## src/rtl/microcode_sequencer_pkg.sv

```systemverilog
`default_nettype none
// ============================================================================
// Module   : microcode_sequencer_pkg
// Purpose  : Shared types and constants for the microcode sequencer: FSM
//            state encoding, microword field layout, COND encodings and the
//            default fetch control words.
// Revision : 1.0  initial release
// ============================================================================
package microcode_sequencer_pkg;

  // Sequencer states
  typedef enum logic [1:0] {
    ST_FETCH0 = 2'd0,
    ST_FETCH1 = 2'd1,
    ST_EXEC   = 2'd2,
    ST_HALTED = 2'd3
  } state_e;

  // Microword layout is {HALT, END, COND[1:0], CTRL}; offsets are counted
  // from the first bit above the CTRL field.
  localparam int UW_COND_OFS = 0;
  localparam int UW_END_OFS  = 2;
  localparam int UW_HALT_OFS = 3;
  localparam int UW_EXTRA_W  = 4;

  // COND field encodings
  localparam logic [1:0] COND_ALWAYS = 2'b00;
  localparam logic [1:0] COND_ZF     = 2'b01;
  localparam logic [1:0] COND_CF     = 2'b10;
  localparam logic [1:0] COND_NEVER  = 2'b11;

  // Control-line bit indices used by the fetch phase
  localparam int CB_PC_OE  = 8;
  localparam int CB_MAR_LD = 9;
  localparam int CB_MEM_RD = 10;
  localparam int CB_IR_LD  = 11;
  localparam int CB_PC_INC = 12;

  // FETCH0 puts the PC on the address path; FETCH1 reads memory into IR and
  // bumps the PC.
  localparam logic [31:0] FETCH0_DEFAULT = (32'd1 << CB_PC_OE) | (32'd1 << CB_MAR_LD);
  localparam logic [31:0] FETCH1_DEFAULT = (32'd1 << CB_MEM_RD) | (32'd1 << CB_IR_LD) |
                                           (32'd1 << CB_PC_INC);

  // Condition evaluation for one microword
  function automatic logic cond_met(input logic [1:0] cond, input logic zf, input logic cf);
    logic ok;
    ok = 1'b0;
    case (cond)
      COND_ALWAYS: ok = 1'b1;
      COND_ZF:     ok = zf;
      COND_CF:     ok = cf;
      default:     ok = 1'b0;
    endcase
    return ok;
  endfunction

endpackage
`default_nettype wire

```

## src/rtl/microcode_sequencer_ram.sv

```systemverilog
`default_nettype none
// ============================================================================
// Module   : microcode_ram
// Purpose  : Microcode store with one synchronous write port and one
//            asynchronous read port. Contents power up as all-zero and are
//            never touched by reset. A read of the address being written in
//            the same cycle returns the old word.
// Revision : 1.0  initial release
// ============================================================================
module microcode_ram #(
  parameter int DEPTH = 128,
  parameter int WIDTH = 20,
  parameter int AW    = $clog2(DEPTH)
) (
  input  logic             clk,
  input  logic             we,
  input  logic [AW-1:0]    waddr,
  input  logic [WIDTH-1:0] wdata,
  input  logic [AW-1:0]    raddr,
  output logic [WIDTH-1:0] rdata
);

  logic [WIDTH-1:0] mem [DEPTH] = '{default: '0};

  // Write port: one word per clock when strobed
  always_ff @(posedge clk) begin
    if (we) begin
      mem[waddr] <= wdata;
    end
  end

  // Asynchronous read port
  assign rdata = mem[raddr];

endmodule
`default_nettype wire

```

## src/rtl/microcode_sequencer.sv

```systemverilog
`default_nettype none
// ============================================================================
// Module   : microcode_sequencer
// Purpose  : Two-cycle fetch followed by up to STEPS microcoded execute
//            steps per opcode, with per-step flag conditions, END and HALT.
// Revision : 1.0  initial release
// ============================================================================
module microcode_sequencer
  import microcode_sequencer_pkg::*;
#(
  parameter int                CTRL_W      = 16,
  parameter int                IR_W        = 8,
  parameter int                OP_W        = 4,
  parameter int                STEPS       = 8,
  parameter logic [CTRL_W-1:0] FETCH0_WORD = CTRL_W'(FETCH0_DEFAULT),
  parameter logic [CTRL_W-1:0] FETCH1_WORD = CTRL_W'(FETCH1_DEFAULT)
) (
  input  logic                             clk,
  input  logic                             rst,
  input  logic                             en,
  input  logic                             zf,
  input  logic                             cf,
  input  logic [IR_W-1:0]                  ireg,
  input  logic                             uc_we,
  input  logic [OP_W+$clog2(STEPS)-1:0]    uc_addr,
  input  logic [CTRL_W+UW_EXTRA_W-1:0]     uc_wdata,
  output logic [CTRL_W-1:0]                ctrl,
  output logic [$clog2(STEPS)-1:0]         step,
  output logic                             halted
);

  localparam int                STEP_W    = $clog2(STEPS);
  localparam int                UW_W      = CTRL_W + UW_EXTRA_W;
  localparam int                AW        = OP_W + STEP_W;
  localparam int                DEPTH     = 1 << AW;
  localparam logic [STEP_W-1:0] LAST_STEP = STEP_W'(STEPS - 1);
  localparam logic [STEP_W-1:0] STEP_ONE  = STEP_W'(1);

  state_e              state;
  state_e              state_nxt;
  logic [STEP_W-1:0]   step_cnt;
  logic [STEP_W-1:0]   step_nxt;
  logic [OP_W-1:0]     opcode;
  logic [UW_W-1:0]     uword;
  logic [1:0]          uw_cond;
  logic                cond_ok;
  logic                eff_halt;
  logic                eff_end;
  logic [CTRL_W-1:0]   eff_ctrl;

  assign opcode = ireg[IR_W-1 -: OP_W];

  microcode_ram #(
    .DEPTH (DEPTH),
    .WIDTH (UW_W),
    .AW    (AW)
  ) u_ram (
    .clk   (clk),
    .we    (uc_we),
    .waddr (uc_addr),
    .wdata (uc_wdata),
    .raddr ({opcode, step_cnt}),
    .rdata (uword)
  );

  // A failed condition squashes the whole microword: CTRL, END and HALT
  assign uw_cond  = uword[CTRL_W+UW_COND_OFS +: 2];
  assign cond_ok  = cond_met(uw_cond, zf, cf);
  assign eff_halt = cond_ok & uword[CTRL_W+UW_HALT_OFS];
  assign eff_end  = cond_ok & uword[CTRL_W+UW_END_OFS];
  assign eff_ctrl = cond_ok ? uword[CTRL_W-1:0] : '0;

  // Next-state and step sequencing; en low freezes everything
  always_comb begin
    state_nxt = state;
    step_nxt  = step_cnt;
    if (en) begin
      case (state)
        ST_FETCH0: state_nxt = ST_FETCH1;
        ST_FETCH1: begin
          state_nxt = ST_EXEC;
          step_nxt  = '0;
        end
        ST_EXEC: begin
          if (eff_halt) begin
            state_nxt = ST_HALTED;
            step_nxt  = '0;
          end else if (eff_end || (step_cnt == LAST_STEP)) begin
            state_nxt = ST_FETCH0;
            step_nxt  = '0;
          end else begin
            step_nxt  = step_cnt + STEP_ONE;
          end
        end
        ST_HALTED: begin
          state_nxt = ST_HALTED;
          step_nxt  = '0;
        end
        default: begin
          state_nxt = ST_FETCH0;
          step_nxt  = '0;
        end
      endcase
    end
  end

  // State and step registers; reset aborts any instruction in flight
  always_ff @(posedge clk or negedge rst) begin
    if (!rst) begin
      state    <= ST_FETCH0;
      step_cnt <= '0;
    end else begin
      state    <= state_nxt;
      step_cnt <= step_nxt;
    end
  end

  // Control output; gated by reset and en so a frozen step never re-strobes
  always_comb begin
    ctrl = '0;
    if (rst && en) begin
      case (state)
        ST_FETCH0: ctrl = FETCH0_WORD;
        ST_FETCH1: ctrl = FETCH1_WORD;
        ST_EXEC:   ctrl = eff_ctrl;
        default:   ctrl = '0;
      endcase
    end
  end

  assign step   = step_cnt;
  assign halted = (state == ST_HALTED);

endmodule
`default_nettype wire

```

## config.mk

```make
export PLATFORM = sky130hd
export DESIGN_NAME = microcode_sequencer
export DESIGN_NICKNAME = d
export VERILOG_FILES = /design/src/rtl/microcode_sequencer_pkg.sv /design/src/rtl/microcode_sequencer_ram.sv /design/src/rtl/microcode_sequencer.sv
export SDC_FILE = /design/constraint.sdc
export NUM_CORES = 2
export LEC_CHECK = 0
export ABC_CLOCK_PERIOD_IN_PS = 7450
export CORE_MARGIN = 2
export CORE_UTILIZATION = 40
export DETAILED_ROUTE_END_ITERATION = 12
export RECOVER_POWER = 50
export REMOVE_ABC_BUFFERS = 1
export SLEW_MARGIN = 30
export SYNTH_ARGS = -nofsm -noshare
export SYNTH_HDL_FRONTEND = slang
export SYNTH_SLANG_ARGS = --single-unit
```

## constraint.sdc

```tcl
create_clock -name clk -period 7.45 [get_ports clk]
set_input_delay 2.235 -clock clk [delete_from_list [all_inputs] [get_ports clk]]
set_output_delay 2.235 -clock clk [all_outputs]
set_load 0.01 [all_outputs]
```

==> results.toml <==
[run_status]
status = "finished, violations left"
violations = "max-capacitance violations, max-slew violations, negative setup slack"

[clocking]
clk-insertion-delay-late_ps = 870
cts-root-buf = "clkbuf_16"
cts_tree = "yes"
clock-sinks = 2565
cts-buffers-inserted = 233
hold_buffers = 0
cts_buffer_depth = 3
clk_pin_slew_ps = 60
h-tree-depth = 4

[floorplan]
initial_core_util_pct = 40.1
die_area_um2 = 250000
die_h_um = 500
die_w_um = 500
core_area_um2 = 245000
io_pins = 61
row_count = 182

[min_path]
worst_hold_path.num_cells = 2
hp-class = "reg2reg"

[sta]
fmax_ghz = 0.133
slew_headroom_pct = -195
final-setup-viol-count = 3
skew_ps = 30.1
drv_slew = 2584
setup_slack_ps = -77.4
whs_ps = 674
fin_setup_tns_ps = -181
finalCritPeriodShare_pct = 101
hold_viol = 0
rsz0062_at_grt = "yes"
period_minus_slack_ps = 7530
worst_slew_pin_slew_ps = 4430

[finish]
syn2layout_area_growth_pct = 14.3
n_fill_cell = 20100
nets = 4498
stdcell_area_um2 = 113000
drive_gt1_share_pct = 33.7

[synthesis]
ys_ff_latch = 2565
synth.area.top_cells = "edfxtp_1 (78%), mux4_2 (18%), mux2i_1 (0.71%)"
synth_common_cells = "edfxtp_1 (2560), mux4_2 (770), nor2_1 (137)"
synth_area_um2 = 98600
synth_top_area_share_pct = 78.0
synth_top_family_by_area = "multiplexers"
synth_edf_count = 2560
syn_area_per_cell_um2 = 24.2
synth_top_area_cell = "edfxtp_1"
synth_cell_type_count = 68
synth_compound_area_share_pct = 0.941
synth_cells = 4073
synth_seq_area_share_pct = 78.1
synthXorXnorAreaFrac_pct = 0
synthSimpleGateAreaFrac_pct = 1.45
synth.most_common_cell = "edfxtp_1"
async_flop_share_pct = 0.195
synth_flop_cell = "edfxtp_1"
ys_warn_count = 0
synthAdderAreaFrac_pct = 0.0254
synthMuxAreaShare_pct = 18.4

[global_route]
grt_overflow = 0
gr-usage-met1_pct = 27.0
grt_max_degree = 106
grt_usage_pct = 19.4
grt_pass1_wl_um = 346000
met2_usage_pct = 31.7
grt.busiest_layer = "met2"
grt_pass1_vias = 45700
antenna_found_initial = 31
grt_use_met3_pct = 3.32

[setup_path]
crit_arrival_ps = 5290
r2r_cells = 10
worstSetupStartpointType = "input port"
worstSetupPathType = "in2out"
crit_required_ps = 5220
end_kind = "output port"
path_max_fanout = 15

[power]
power.leakage_nw = 33.8
irDropWorstVdd_mv = 0.199
p_per_area_nw_per_um2 = 304

[routing]
drt_iter0_drc = 5028
ant_nets = 0
wl_um = 246000
vias_per_cell = 5.76
wl_per_cell_um = 31.1
routed-via-count = 45400
drc_errors = 0
drt_first_pass_iters = 5

[placed_design]
place_area_um2 = 105000
pre_cts_ws_ps = -421
port_buffers = 56
gp_congestion = 0.893
dp_hpwl_um = 145000

[job]
maxCapViolations = 40
[kinds of logic (layout without fill, tap and decap cells)]
logic type | Yosys count | after routing
AOI/OAI and AO/OA | 123 | 123
adders and majority gates | 2 | 2
buffers and inverters | 224 | 807
DFF | 2565 | 2565
muxes | 846 | 846
other | 0 | 6
and+or+nand+nor | 313 | 314
[final cells by class]
| class | count | area, µm² | share of cell area [%] |
|---|---|---|---|
| tap | 3220 | 4030 | 3.58 |
| antenna | 6 | 15.0 | 0.0133 |
| timing repair buffer | 364 | 3120 | 2.77 |
| sequential | 2565 | 77000 | 68.3 |
| clock inverter | 137 | 1440 | 1.28 |
| inverter | 6 | 30.0 | 0.0266 |
| multi-input combinational | 1285 | 20900 | 18.5 |
| clock buffer | 300 | 6150 | 5.46 |
[flip-flops by register name (all words and copies together), names as in the netlist]
signal,flops
state,2
step,3
u_ram.mem,2560
[worst paths after layout]
check                              start       end  slack [ps]
worst min-delay path            state[1]  state[1]         670
worst max register to register   step[1]  state[0]        2960
worst max-delay path             ireg[4]  ctrl[12]         -80
max in group asynchronous            rst   step[0]        5220
worst min register to register  state[1]  state[1]         670
min in group asynchronous            rst  state[0]        1800
[report_power, final]
group | internal [mW] | switching [mW]
registers | 16.0 | 0.0698
logic | 3.08 | 3.19
clock network | 6.70 | 5.21
[what timing repair did]
action | CTS | global route
pin swaps | 1 | 0
resized for setup | 14 | 29
buffers inserted | 0 | 15
gates cloned | 1 | 2
setup endpoints to repair | 16 | 16
[placed cells by master, fill, tap and decap left out, types with 4 or more instances in the layout]
cell type,netlist,routed
buf_6,6,5
mux4_2,770,770
clkinv_2,0,41
nand4_1,9,9
clkbuf_16,0,235
clkinv_8,0,9
clkbuf_1,74,102
clkbuf_8,0,5
a31oi_1,6,6
nor2_1,137,20
nor3_2,1,12
clkbuf_2,0,5
buf_4,8,251
nand2_1,65,65
o21ai_0,7,7
inv_1,4,4
clkinv_4,0,6
dlymetal6s2s_1,0,7
nor3_1,17,6
a21oi_2,9,11
clkinvlp_4,0,11
buf_12,2,28
nand3_1,29,29
nand2b_1,10,10
mux2_2,5,5
bufinv_16,0,25
buf_16,0,4
nor2_2,0,115
a22oi_1,37,37
edfxtp_1,2560,2560
clkdlybuf4s50_1,0,18
inv_6,0,4
nor2b_1,22,21
and2_1,4,4
a211oi_1,5,5
clkinv_1,1,40
mux2i_1,70,70
a21oi_1,19,17
diode_2,0,6
[per-layer routing]
layer | vias up | wire (µm)
met1 | 25000 | 101000
met5 | - | 65
li1 | 18300 | -
met2 | 1693 | 120000
met4 | 12 | 7670
met3 | 335 | 16800
[stage by stage]
step / cells / power, mW / utilization, %
4_1_cts: 7859 / 34.4 / 45.9
3_5_place_dp: 7421 / 22.5 / 42.7
6_report: 7883 / 34.2 / 45.9
2_1_floorplan: 3855 / 21.5 / -
5_1_grt: 7879 / 35.3 / 45.9
3_3_place_gp: 7421 / 22.5 / 42.7
[critical path, cell delays in order]
cell and delay, ps:
buf_6 140, buf_4 150, nor2_4 70, a211oi_1 60
and3_1 250, or4_4 540, a32oi_4 290, a31oi_4 170
or3_4 510, o21ai_2 250, clkdlybuf4s50_1 570
(Power assumes the default switching activity.)
